<file path="src/rtl/alu_pkg.sv">
// Shared encodings for the EX-stage ALU issue controller: aluop/funct codes,
// ALU operation and result-mux selects, and the multiply FSM state type.
package alu_pkg;

    localparam logic [1:0] ALUOP_ADD   = 2'b00;
    localparam logic [1:0] ALUOP_SUB   = 2'b01;
    localparam logic [1:0] ALUOP_RTYPE = 2'b10;
    localparam logic [1:0] ALUOP_ILL   = 2'b11;

    localparam logic [5:0] FUNCT_SLL   = 6'd0;
    localparam logic [5:0] FUNCT_JR    = 6'd8;
    localparam logic [5:0] FUNCT_MFHI  = 6'd16;
    localparam logic [5:0] FUNCT_MFLO  = 6'd18;
    localparam logic [5:0] FUNCT_MULTU = 6'd25;
    localparam logic [5:0] FUNCT_ADD   = 6'd32;
    localparam logic [5:0] FUNCT_SUB   = 6'd34;
    localparam logic [5:0] FUNCT_AND   = 6'd36;
    localparam logic [5:0] FUNCT_OR    = 6'd37;
    localparam logic [5:0] FUNCT_SLT   = 6'd42;

    localparam logic [2:0] OP_AND = 3'b000;
    localparam logic [2:0] OP_OR  = 3'b001;
    localparam logic [2:0] OP_ADD = 3'b010;
    localparam logic [2:0] OP_SUB = 3'b110;
    localparam logic [2:0] OP_SLT = 3'b111;

    localparam logic [1:0] MUX_ALU = 2'b00;
    localparam logic [1:0] MUX_HI  = 2'b01;
    localparam logic [1:0] MUX_LO  = 2'b10;
    localparam logic [1:0] MUX_SHT = 2'b11;

    typedef enum logic [1:0] {
        StIdle    = 2'd0,
        StMulRun  = 2'd1,
        StMulDone = 2'd2
    } issue_state_e;

    // True for every R-type funct this datapath implements.
    function automatic logic funct_known(input logic [5:0] f);
        logic known;
        case (f)
            FUNCT_SLL, FUNCT_JR, FUNCT_MFHI, FUNCT_MFLO, FUNCT_MULTU,
            FUNCT_ADD, FUNCT_SUB, FUNCT_AND, FUNCT_OR, FUNCT_SLT: known = 1'b1;
            default:                                              known = 1'b0;
        endcase
        return known;
    endfunction

endpackage

</file>
<file path="src/rtl/alu_funct_decode.sv">
// Combinational ALU control decode: aluop/funct to ALU operation, shifter
// select and result-mux select. Idle (valid low) decodes as a plain ADD.
module alu_funct_decode
    import alu_pkg::*;
(
    input  logic       valid_i,
    input  logic [1:0] aluop_i,
    input  logic [5:0] funct_i,
    output logic [2:0] operation_o,
    output logic       sht_sel_o,
    output logic [1:0] mux_sel_o
);

    always_comb begin
        operation_o = OP_ADD;
        sht_sel_o   = 1'b0;
        mux_sel_o   = MUX_ALU;
        if (valid_i) begin
            case (aluop_i)
                ALUOP_ADD: operation_o = OP_ADD;
                ALUOP_SUB: operation_o = OP_SUB;
                ALUOP_RTYPE: begin
                    // JR, MULTU, MFHI/MFLO, SLL and unknown functs keep the ADD default.
                    case (funct_i)
                        FUNCT_AND:  operation_o = OP_AND;
                        FUNCT_OR:   operation_o = OP_OR;
                        FUNCT_ADD:  operation_o = OP_ADD;
                        FUNCT_SUB:  operation_o = OP_SUB;
                        FUNCT_SLT:  operation_o = OP_SLT;
                        FUNCT_SLL: begin
                            sht_sel_o = 1'b1;
                            mux_sel_o = MUX_SHT;
                        end
                        FUNCT_MFHI: mux_sel_o = MUX_HI;
                        FUNCT_MFLO: mux_sel_o = MUX_LO;
                        default: ;
                    endcase
                end
                default: ;
            endcase
        end
    end

endmodule

</file>
<file path="src/rtl/alu_issue_ctrl.sv">
// EX-stage ALU issue control: funct decode plus the MULTU stall/run FSM.
// Define ALU_ISSUE_ILLEGAL_TRAP_EN to add the sticky illegal-instruction flag.
module alu_issue_ctrl
    import alu_pkg::*;
#(
    parameter int unsigned MULT_CYCLES = 32
) (
    input  logic       clk,
    input  logic       rst,
    input  logic       valid,
    input  logic [1:0] aluop,
    input  logic [5:0] funct,
    input  logic       flush,
    output logic [2:0] operation,
    output logic       SignaltoMULTU,
    output logic       SignaltoSHT,
    output logic [1:0] SignaltoMUX,
    output logic       stall,
    output logic       mul_done,
    output logic       illegal
);

    localparam int unsigned CntW = (MULT_CYCLES > 1) ? $clog2(MULT_CYCLES) : 1;
    localparam logic [CntW-1:0] CntLast = CntW'(MULT_CYCLES - 1);

    issue_state_e    state_q, state_d;
    logic [CntW-1:0] cnt_q, cnt_d;
    logic            multu_req;

    alu_funct_decode u_decode (
        .valid_i     (valid),
        .aluop_i     (aluop),
        .funct_i     (funct),
        .operation_o (operation),
        .sht_sel_o   (SignaltoSHT),
        .mux_sel_o   (SignaltoMUX)
    );

    assign multu_req = valid && (aluop == ALUOP_RTYPE) && (funct == FUNCT_MULTU);

    always_ff @(posedge clk or posedge rst) begin
        if (rst) begin
            state_q <= StIdle;
            cnt_q   <= '0;
        end else begin
            state_q <= state_d;
            cnt_q   <= cnt_d;
        end
    end

    always_comb begin
        state_d       = state_q;
        cnt_d         = cnt_q;
        stall         = 1'b0;
        SignaltoMULTU = 1'b0;
        mul_done      = 1'b0;
        unique case (state_q)
            StIdle: begin
                cnt_d = '0;
                // Stall asserts in the accept cycle itself so dataA/dataB hold from here on.
                if (multu_req && !flush && !rst) begin
                    stall   = 1'b1;
                    state_d = StMulRun;
                end
            end
            StMulRun: begin
                SignaltoMULTU = 1'b1;
                stall         = 1'b1;
                if (flush) begin
                    state_d = StIdle;
                    cnt_d   = '0;
                end else if (cnt_q == CntLast) begin
                    state_d = StMulDone;
                    cnt_d   = '0;
                end else begin
                    cnt_d = cnt_q + 1'b1;
                end
            end
            StMulDone: begin
                // Pipeline is released this cycle; inputs are ignored so a held MULTU
                // cannot retrigger until IDLE.
                mul_done = 1'b1;
                state_d  = StIdle;
                cnt_d    = '0;
            end
            default: begin
                state_d = StIdle;
                cnt_d   = '0;
            end
        endcase
    end

`ifdef ALU_ISSUE_ILLEGAL_TRAP_EN
    logic illegal_q, illegal_d;

    always_comb begin
        illegal_d = illegal_q;
        if (valid && (((aluop == ALUOP_RTYPE) && !funct_known(funct)) || (aluop == ALUOP_ILL))) begin
            illegal_d = 1'b1;
        end
    end

    always_ff @(posedge clk or posedge rst) begin
        if (rst) begin
            illegal_q <= 1'b0;
        end else begin
            illegal_q <= illegal_d;
        end
    end

    assign illegal = illegal_q;
`else
    assign illegal = 1'b0;
`endif

endmodule

</file>
<file path="config.mk">
export PLATFORM = sky130hd
export DESIGN_NAME = alu_issue_ctrl
export DESIGN_NICKNAME = d
export VERILOG_FILES = /design/src/rtl/alu_pkg.sv /design/src/rtl/alu_funct_decode.sv /design/src/rtl/alu_issue_ctrl.sv
export SDC_FILE = /design/constraint.sdc
export NUM_CORES = 1
export LEC_CHECK = 0
export ABC_CLOCK_PERIOD_IN_PS = 1500
export CORE_AREA = 2 2 39 41
export CTS_BUF_LIST = sky130_fd_sc_hd__clkbuf_4
export DETAILED_ROUTE_END_ITERATION = 16
export DIE_AREA = 0 0 41 43
export PLACE_DENSITY = 0.72
export SYNTH_ARGS = -nofsm -noshare
export SYNTH_HDL_FRONTEND = slang
export SYNTH_HIERARCHICAL = 1
export SYNTH_SLANG_ARGS = --single-unit
</file>
<file path="constraint.sdc">
create_clock -name clk -period 1.5 [get_ports clk]
set_input_delay 0.3 -clock clk [delete_from_list [all_inputs] [get_ports clk]]
set_output_delay 0.3 -clock clk [all_outputs]
set_load 0.005 [all_outputs]
</file>
### Word-level counts from Yosys, hierarchy flattened

Index checks and enable logic that the tools add are counted.

| word-level totals | value |
|---|---|
| register bits after elaboration | 7 |
| word-level logic and storage cells | 46 |

| operators by class | value |
|---|---|
| add/subtract/negate cells | 1 |
| eq/ne operators | 14 |
| mux-type cells | 20 |
| reductions and logical operators | 9 |

Operators by type and width:

| operator | count |
|---|---|
| $eq A6 B6 Y1 const B | 4 |
| $eq A6 B5 Y1 const B | 3 |
| $mux W5 | 3 |
| $pmux W3 S4 | 1 |
| $mux W2 | 5 |
| $logic_not A6 Y1 | 1 |
| $mux W1 | 6 |
| $pmux W2 S3 | 1 |
| $pmux W3 S2 | 1 |
| $add A5 B1 Y5 const B | 1 |
| $eq A5 B5 Y1 const B | 1 |
| $eq A2 B1 Y1 const B | 2 |
| $eq A2 B2 Y1 const B | 2 |
| $logic_and A1 B1 Y1 | 4 |
| $pmux W2 S2 | 1 |
| $mux W3 | 1 |
| $ne A3 B3 Y1 const B | 1 |
| $logic_not A1 Y1 | 2 |
| $logic_not A2 Y1 | 1 |
| $ne A2 B2 Y1 const B | 1 |
| $pmux W1 S2 | 1 |
| $reduce_and A2 Y1 | 1 |

### Depth between registers and ports, before layout

Gate-level depths: netlist (run 1).

| depth | value |
|---|---|
| depth after elaboration | 7 |
| mapped depth | 5 |
| gate-level depth less buffers | 5 |

### Modules after synthesis

The synthesis (run 1) kept the hierarchy.

By module, submodules not included:

| module | instances | cells each | area an instance (um^2) | seq. area each (um^2) |
|---|---|---|---|---|
| alu_issue_ctrl | 1 | 32 | 361.6 | 175.2 |
| alu_funct_decode | 1 | 23 | 153.9 | 0.0 |

### Least setup slack after synthesis (run 1)

Ideal clock, no wire load.

| timing path | value |
|---|---|
| path type | input-to-output |
| start point | in aluop[0] |
| end point | out operation[1] |
| data arrival time | 1072 ps |
| data required time | 1200 ps |
| slack | 128 ps |
| stages | 4 |
| cells stage by stage | inv_1 -> ha_1 -> nand2b_1 -> or3_1 |

| between the ends | value |
|---|---|
| cells in the longest elaborated chain, start to end | 3 |

RTL lines:

| element | line | text |
|---|---|---|
| from (decl) | alu_issue_ctrl.sv:11 | `input logic [1:0] aluop,` |
| $eq A2 B2 Y1 / $eq A2 B1 Y1 (equally long branches) | alu_funct_decode.sv:19 | `case (aluop_i)` |
| $pmux W3 S2 * | alu_funct_decode.sv:19 |  |
| $mux W3 * | alu_funct_decode.sv:18 | `if (valid_i) begin` |
| to (decl) | alu_issue_ctrl.sv:14 | `output logic [2:0] operation,` |

Every way passes the cells marked *; elsewhere a longest branch is shown, timed or not.

### Worst setup path in the final report (run 1)

| timing path | value |
|---|---|
| start point | reg state_q[1] |
| end point | out stall |

| between the ends | value |
|---|---|
| cells in the longest elaborated chain, start to end | 2 |

RTL lines:

| element | line | text |
|---|---|---|
| from (decl) | alu_issue_ctrl.sv:26 | `issue_state_e state_q, state_d;` |
| from (signal assigned) | alu_issue_ctrl.sv:43 | `state_q <= StIdle;` |
| from (signal assigned) | alu_issue_ctrl.sv:46 | `state_q <= state_d;` |
| $eq A2 B1 Y1 / $logic_not A2 Y1 (equally long branches) | alu_issue_ctrl.sv:57 | `unique case (state_q)` |
| $pmux W1 S2 * | alu_issue_ctrl.sv:57 |  |
| to (decl) | alu_issue_ctrl.sv:18 | `output logic stall,` |

Marks and branches as above.

==> run_results.csv, run 1 <==
group,metric,value,unit
global_route,grt_max_degree,8,
min_path,hp-class,"in -> async",
final_layout,final_cell_mix,"16 x buf_4, 11 x buf_2, 7 x dfrtp_1",
sta,setup_viol,3,
sta,max_freq,639.7,MHz
synth,ys.flop_type,"dfrtp_1",
clock_tree,cts_buffers,3,
die,core_area,1384,um2
placement,gp_congestion,0.7219,
sta,rsz0062_at_grt,"yes",
setup_path,cp-end-kind,"output pin",
pwr,leakagePower,0.0004713,uW
sta,fin_crit_sh,1.042,
die,initial_core_util,0.3725,
setup_path,max_stage_delay,0.38,ns
final_layout,insertedDiodeCount,0,
final_layout,fin_cells,110,
setup_path,critical_path_class,"reg -> out",
synth,async_flop_share,1.000,
setup_path,critPathMaxFanout,2,
final_layout,nets,111,
synth,yosys.cell_types.count,28,
routing,dr_total_vias,535,
die,dieArea,1763,um2
clock_tree,cts_tree,"done",
pwr,power_density,542.4,nW/um2
clock_tree,cts_hold_buf,0,
routing,post-route-drc-count,0,
synth,synth_area_per_cell,9.373,um2
sta,drv_slew,0,
synth,yosys_warnings,6,
run,drv_cap,0,
routing,wirelength,1379,um
die,die_x,41,um
placement,place_area,825.8,um2
setup_path,cpMaxStageDelayCell,"dfrtp_1",
die,ios,22,
global_route,overflow,0,
outcome,status,"finished, violations left",
clock_tree,clk_pin_slew_worst_paths,0.05,ns
routing,drt_pass1_iterations,4,
sta,fin_skew,0.007451,ns
routing,ant_nets,0,
die,die_h,43,um
final_layout,nFillCells,124,
placement,dpl_worst_slack,-0.8596,ns
pwr,ir_worst_vdd,0.0004113,V
clock_tree,cts.sink_count,7,
routing,drtIter0Drc,6,
routing,via_per_inst,4.864,
placement,dpl.hpwl,1039,um
placement,numPortBuffers,20,
setup_path,worstPathRequired,1.20,ns
clock_tree,clockRootBuffer,"clkbuf_4",
setup_path,crit_arrival,1.26,ns
sta,timing.final.ws_setup,-0.06318,ns
placement,place_inst,103,
final_layout,final_common_cell,"buf_4",
global_route,grt_pass1_vias,563,
clock_tree,clock_latency,0.25,ns
final_layout,drive_gt1_frac,0.5319,
die,row_count,14,
global_route,globalRouteTotalUtil,0.1803,
global_route,antenna_found_initial,0,
clock_tree,cts.path.max_buffers,2,
final_layout,design_area,900.9,um2
sta,hold_viol_final,0,
synth,netlist_area,515.5,um2
clock_tree,htree_levels,1,
setup_path,start_kind,"flop",
synth,yosysSeqAreaShare,0.3398,
sta,post-route-min-period,1.563,ns
global_route,grt_pass1_wl,2125,um
synth,syn_inst,55,
final_layout,area_growth,74.76,%
synth,syn_nets,71,
routing,wire_per_inst,12.54,um
setup_path,rrSetupSlack,0.14,ns
final_layout,fin_util,0.6510,
setup_path,crit_chain,"buf_6 > nor4b_4 > nand3_1 > nand2b_1 > buf_2",
outcome,violations,"negative setup slack",
synth,synth_edf_count,0,
synth,ys_ff_latch,7,
## synth_stat cells, drive strengths merged (2+ instances only)
| library cell | instances | area share |
|---|---|---|
| and2 | 3 | 0.036 |
| and4bb | 2 | 0.049 |
| dfrtp | 7 | 0.34 |
| ha | 4 | 0.097 |
| inv | 4 | 0.029 |
| nand2b | 3 | 0.036 |
| nand3 | 2 | 0.019 |
| nor2 | 6 | 0.044 |
| nor2b | 4 | 0.049 |
| nor4b | 2 | 0.046 |
| xor2 | 2 | 0.034 |
## area by class of cell
class / instances / area [um2] / area share
Clock buffer: 4 / 30.03 / 0.03333
Inverter: 4 / 17.52 / 0.01944
Multi-Input combinational cell: 43 / 391.6 / 0.4347
Sequential cell: 7 / 175.2 / 0.1944
Tap cell: 16 / 20.02 / 0.02222
Timing Repair Buffer: 36 / 266.5 / 0.2958
## cell families after synthesis
logic type      Yosys count  share of synthesized area
other cells               1                   0.007275
simple gates             31                     0.4053
compound gates            4                    0.05581
fa+ha+maj                 4                    0.09709
xor+xnor                  3                    0.05098
buf+inv                   5                    0.04369
flops                     7                     0.3398
## power breakdown
part / switching [uW] / internal, uW
clock network: 70.4 / 120
registers: 0.0398 / 189
logic: 47.8 / 61.7
total: 118 / 370
## timing repair
item                       4_1_cts  5_1_grt
setup endpoints to repair        9        5
resized for setup               81        6
pin swaps                        8        6
setup buffers                    3        0
## path summary, 6_finish.rpt
kind | from | endpoint | depth (start not counted)
worst min-delay path | rst | cnt_q[3] | 2
worst max register to register | cnt_q[0] | cnt_q[2] | 5
worst max-delay path | state_q[1] | stall | 5
min in group clk | cnt_q[0] | cnt_q[0] | 1
worst min register to register | cnt_q[0] | cnt_q[0] | 1
max in group asynchronous | rst | state_q[0] | 2
## metrics by stage
| step | TNS [ns] | total power [uW] | hold WS, ns |
|---|---|---|---|
| 2_1_floorplan | 0 | 220.8 | 0.1034 |
| 3_3_place_gp | -4.922 | 286.7 | 0.4493 |
| 3_5_place_dp | -5.186 | 288.1 | 0.4538 |
| 4_1_cts | -0.1237 | 492.3 | 0.1710 |
| 5_1_grt | -0.2204 | 512.0 | 0.2027 |
| 6_report | -0.08904 | 488.6 | 0.1692 |
## routing by layer
metal,share of wire,global-route usage,up-vias,wire length (um)
met5,0,0,-,0
met4,0.015,0.08000,0,21
met3,0.084,0.04712,3,116
met2,0.53,0.3438,21,736
met1,0.36,0.1556,245,503
li1,-,-,266,-
## sequential cells by signal (all words and copies together) (netlist names)
register and cells:
cnt_q 5, state_q 2
## worst max-delay path: cells and delay by family, from the launching register on
kind                   cells  cell delay (ns)
and+or+nand+nor            3             0.41
DFF                        1             0.38
buffers and inverters      2             0.22
Power figures use the tool's default switching activity.
==> inputs of run 2 (changes only) <==
--- a/config.mk
+++ b/config.mk
@@ -7,7 +7,6 @@
 export LEC_CHECK = 0
 export ABC_CLOCK_PERIOD_IN_PS = 1500
 export CORE_AREA = 2 2 39 41
-export CTS_BUF_LIST = sky130_fd_sc_hd__clkbuf_4
 export DETAILED_ROUTE_END_ITERATION = 16
 export DIE_AREA = 0 0 41 43
 export PLACE_DENSITY = 0.72
==> run_results.csv, run 2 (synthesis gave the netlist of run 1 again) <==
group,metric,value,unit
global_route,overflow,0,
setup_path,worstPathRequired,1.20,ns
setup_path,r2r-end,"cnt_q[2]",
final_layout,final_cell_mix,"16 x buf_4, 11 x buf_2, 7 x dfrtp_1",
setup_path,max_stage_delay,0.38,ns
final_layout,nets,111,
pwr,pwr-share-comb,0.233,
setup_path,critPathMaxFanout,2,
setup_path,cp-end-kind,"output pin",
pwr,p_sw,116.8,uW
clock_tree,clock_latency,0.25,ns
pwr,power_density,525.2,nW/um2
final_layout,insertedDiodeCount,0,
global_route,antenna_found_initial,0,
die,row_count,14,
global_route,grt_max_degree,8,
setup_path,crit_family,"simple AND/OR/NAND/NOR gates",
pwr,leakagePower,0.0004716,uW
die,ios,22,
outcome,status,"finished, violations left",
die,die_h,43,um
routing,drtIter0Drc,4,
pwr,switching_share,0.2490,
pwr,power_frac_clock,0.363,
clock_tree,clk_pin_slew_worst_paths,0.05,ns
die,initial_core_util,0.3725,
sta,post-route-min-period,1.562,ns
clock_tree,cts.path.max_buffers,2,
sta,max_freq,640.2,MHz
setup_path,cpMaxStageDelayCell,"dfrtp_1",
final_layout,top_regs,"cnt_q (5), state_q (2)",
placement,gp_congestion,0.7219,
pwr,ir_worst_vdd,0.0004683,V
setup_path,rr_worst_depth,5,
pwr,seq_power_share,0.403,
sta,setup_viol,3,
die,die_x,41,um
routing,via_per_inst,4.864,
clock_tree,cts.sink_count,7,
sta,hold_viol_final,0,
clock_tree,clockRootBuffer,"clkbuf_4",
clock_tree,htree_levels,1,
final_layout,regMostFlops,"cnt_q",
min_path,hp-class,"in -> async",
sta,fin_crit_sh,1.041,
clock_tree,cts_buffers,3,
routing,wirelength,1374,um
clock_tree,cts_tree,"done",
final_layout,largest_reg_flops,5,
sta,timing.final.ws_setup,-0.06199,ns
die,core_area,1384,um2
setup_path,rr_startpoint,"cnt_q[0]",
global_route,grt_pass1_wl,2125,um
routing,ant_nets,0,
sta,drv_slew,0,
sta,fin_skew,0.008083,ns
sta,rsz0062_at_grt,"yes",
setup_path,start_kind,"flop",
placement,dpl.hpwl,1039,um
clock_tree,cts_hold_buf,0,
pwr,p_int,352.4,uW
final_layout,area_growth,73.30,%
routing,drt_pass1_iterations,3,
global_route,grt_pass1_vias,563,
global_route,globalRouteTotalUtil,0.1803,
routing,wire_per_inst,12.49,um
placement,numPortBuffers,20,
setup_path,rrSetupSlack,0.14,ns
die,dieArea,1763,um2
outcome,violations,"negative setup slack",
pwr,finalPower,469.2,uW
sta,finalHoldWorstSlack,0.1702,ns
routing,dr_total_vias,535,
final_layout,final_common_cell,"buf_4",
setup_path,cp.buffers_inverters,2,
run,drv_cap,0,
final_layout,drive_gt1_frac,0.5106,
setup_path,crit_chain,"buf_6 > nor4b_4 > nand3_1 > nand2b_1 > buf_2",
routing,post-route-drc-count,0,
setup_path,crit_arrival,1.26,ns
setup_path,critical_path_class,"reg -> out",
==> run 2: changes by cell type in the layout (fill, tap and decap cells not counted), sizes merged <==
cell | before | now
clkdlybuf4s15 | 1 | 0
dlygate4sd2 | 5 | 6
==> run 2: power by group through the flow <==
stage	clock network, uW	logic [uW]	registers, uW
after global routing	186	118	189
after CTS	174	108	189
after floorplan	0	28.5	192
final	171	109	189
after detailed placement	0	95.7	192
after global placement	0	94.4	192
==> run 2: timing repair <==
action,4_1_cts,5_1_grt
gates cloned,0,0
resized for setup,81,4
pin swaps,8,6
setup endpoints to repair,9,4
buffers inserted,3,0
==> run 2: area by class of cell <==
cell class / instances / area [um2]
clock buffer: 4 / 26.28
inverter: 4 / 17.52
multi-input combinational: 43 / 389.1
tap: 16 / 20.02
timing repair buffer: 36 / 265.3
sequential: 7 / 175.2
fill: 123 / 490.5
==> run 2: worst max-delay path by stage <==
stage                     startpoint      endpoint  depth (start not counted)
after detailed placement    aluop[0]  operation[1]                          6
after global placement      aluop[0]  operation[1]                          6
after global routing      state_q[1]         stall                          5
after CTS                 state_q[1]         stall                          5
after floorplan             aluop[0]  operation[1]                          4
final                     state_q[1]         stall                          5
==> run 2: stage by stage <==
step	instances	utilization	setup TNS [ns]	instance area, um2	setup slack (ns)
2_1_floorplan	55	-	0	515.5	0.1281
5_1_grt	110	0.6456	-0.2182	893.4	-0.1529
3_3_place_gp	103	0.5967	-4.922	825.8	-0.8090
3_5_place_dp	103	0.5967	-5.186	825.8	-0.8596
4_1_cts	110	0.6519	-0.1194	902.1	-0.1183
6_report	110	0.6456	-0.08784	893.4	-0.06199
==> run 2: metal layers <==
metal / share of wire / vias up / routed length, um / global-route usage
met5: 0 / - / 0 / 0
met4: 0.010 / 0 / 14 / 0.08000
met3: 0.081 / 2 / 111 / 0.04712
met2: 0.54 / 20 / 741 / 0.3438
met1: 0.37 / 248 / 506 / 0.1556
li1: - / 265 / - / -
==> inputs of run 3 (changes only) <==
--- a/config.mk
+++ b/config.mk
@@ -5,11 +5,11 @@
 export SDC_FILE = /design/constraint.sdc
 export NUM_CORES = 1
 export LEC_CHECK = 0
-export ABC_CLOCK_PERIOD_IN_PS = 1500
-export CORE_AREA = 2 2 39 41
+export ABC_CLOCK_PERIOD_IN_PS = 1360
+export CORE_MARGIN = 2
+export CORE_UTILIZATION = 36
 export DETAILED_ROUTE_END_ITERATION = 16
-export DIE_AREA = 0 0 41 43
-export PLACE_DENSITY = 0.72
+export PLACE_DENSITY = 0.7
 export SYNTH_ARGS = -nofsm -noshare
 export SYNTH_HDL_FRONTEND = slang
 export SYNTH_HIERARCHICAL = 1
==> constraint.sdc (replaced) <==
create_clock -name clk -period 1.36 [get_ports clk]
set_input_delay 0.272 -clock clk [delete_from_list [all_inputs] [get_ports clk]]
set_output_delay 0.272 -clock clk [all_outputs]
set_load 0.005 [all_outputs]
==> run_results.csv, run 3 (synthesis gave the netlist of run 1 again) <==
group,metric,value,unit
pwr,pwr-share-comb,0.238,
placement,gp_congestion,0.8189,
final_layout,area_growth,78.40,%
global_route,grt_max_degree,8,
final_layout,top_regs,"cnt_q (5), state_q (2)",
sta,max_freq,693.7,MHz
clock_tree,clk_pin_slew_worst_paths,0.05,ns
sta,fin_skew,0.004799,ns
pwr,switching_share,0.2407,
sta,setup_viol,4,
global_route,grt_pass1_wl,2187,um
setup_path,rr_worst_depth,5,
min_path,hp-class,"in -> async",
routing,via_per_inst,4.865,
die,core_area,1318,um2
placement,dpl_worst_slack,-0.9294,ns
setup_path,rrSetupSlack,0.08,ns
final_layout,nets,113,
die,ios,22,
pwr,power_density,560.7,nW/um2
final_layout,fin_util,0.6980,
sta,hold_viol_final,0,
sta,fin_crit_sh,1.060,
routing,drtIter0Drc,2,
pwr,finalPower,515.7,uW
clock_tree,clock_latency,0.25,ns
final_layout,final_common_cell,"buf_4",
routing,dr_total_vias,540,
clock_tree,cts_tree,"done",
setup_path,critical_path_class,"in -> out",
outcome,violations,"negative setup slack",
pwr,seq_power_share,0.405,
setup_path,rr_startpoint,"cnt_q[0]",
final_layout,final_cell_mix,"16 x buf_4, 13 x buf_2, 7 x dfrtp_1",
die,die_h,41.84,um
setup_path,crit_arrival,1.17,ns
global_route,antenna_found_initial,0,
routing,wirelength,1313,um
setup_path,r2r-end,"cnt_q[2]",
die,row_count,13,
sta,timing.final.ws_setup,-0.08148,ns
setup_path,cp-end-kind,"output pin",
clock_tree,cts.path.max_buffers,2,
pwr,ir_worst_vdd,0.0003402,V
clock_tree,htree_levels,1,
pwr,p_int,391.5,uW
sta,drv_slew,0,
global_route,grt_pass1_vias,547,
routing,wire_per_inst,11.83,um
routing,ant_nets,0,
die,die_x,41.84,um
die,dieArea,1751,um2
die,initial_core_util,0.3913,
setup_path,worstPathRequired,1.09,ns
placement,numPortBuffers,20,
routing,post-route-drc-count,0,
final_layout,largest_reg_flops,5,
setup_path,start_kind,"input pin",
pwr,p_sw,124.1,uW
pwr,leakagePower,0.0004767,uW
sta,finalSetupTns,-0.2295,ns
routing,drt_pass1_iterations,2,
clock_tree,cts_buffers,3,
final_layout,insertedDiodeCount,0,
clock_tree,clockRootBuffer,"clkbuf_4",
outcome,status,"finished, violations left",
run,drv_cap,0,
global_route,globalRouteTotalUtil,0.1618,
final_layout,drive_gt1_frac,0.5833,
setup_path,critPathMaxFanout,2,
clock_tree,cts.sink_count,7,
sta,finalHoldWorstSlack,0.1090,ns
global_route,overflow,0,
final_layout,regMostFlops,"cnt_q",
pwr,power_frac_clock,0.357,
placement,dpl.hpwl,981.8,um
sta,rsz0062_at_grt,"yes",
clock_tree,cts_hold_buf,0,
sta,post-route-min-period,1.441,ns
## run 3: cell count changes in the layout (fill, tap and decap cells not counted), moves of 2 or more
cell / previous run / this run
dlygate4sd2_1: 6 / 3
buf_2: 11 / 13
buf_6: 2 / 4
nor2b_2: 0 / 2
## run 3: worst max path at each step
| stage | endpoint | cells after the start | from |
|---|---|---|---|
| after global routing | stall | 4 | state_q[1] |
| final | operation[1] | 6 | aluop[0] |
| after floorplan | operation[1] | 4 | aluop[0] |
| after detailed placement | operation[1] | 6 | aluop[0] |
| after CTS | operation[1] | 6 | aluop[0] |
| after global placement | operation[1] | 6 | aluop[0] |
## run 3: routing by layer
layer / routed length [um] / share of wire / GRT usage
met5: 0 / 0 / 0
met4: 14 / 0.011 / 0.07742
met3: 104 / 0.079 / 0.04783
met2: 658 / 0.50 / 0.2656
met1: 535 / 0.41 / 0.1914
## run 3: critical path: stages
cell      delay (ns)
buf_8           0.10
inv_4           0.04
ha_4            0.18
nand2b_4        0.14
or3_1           0.30
buf_2           0.13
## run 3: stage by stage
stage               instance area, um2  cells
finish                           919.6    111
global route                     919.6    111
CTS                              884.6    111
detailed placement               847.1    105
global placement                 847.1    105
floorplan                        515.5     55
## run 3: cell type report
type	instances	area, um2
Timing Repair Buffer	38	282.8
Multi-Input combinational cell	43	399.1
Fill cell	99	397.9
Tap cell	15	18.77
Sequential cell	7	175.2
Clock buffer	4	26.28
Inverter	4	17.52
## run 3: timing repair
item,4_1_cts,5_1_grt
buffers inserted,2,0
endpoints found under the setup margin,9,9
pin swaps,11,6
gates resized for setup,88,8
## run 3: power by group through the flow
| stage | Clock (uW) | Combinational [uW] | Sequential [uW] |
|---|---|---|---|
| after global routing | 201 | 134 | 208 |
| after detailed placement | 0 | 107 | 212 |
| after global placement | 0 | 106 | 212 |
| after floorplan | 0 | 31.4 | 212 |
| final | 184 | 123 | 209 |
| after CTS | 194 | 116 | 209 |
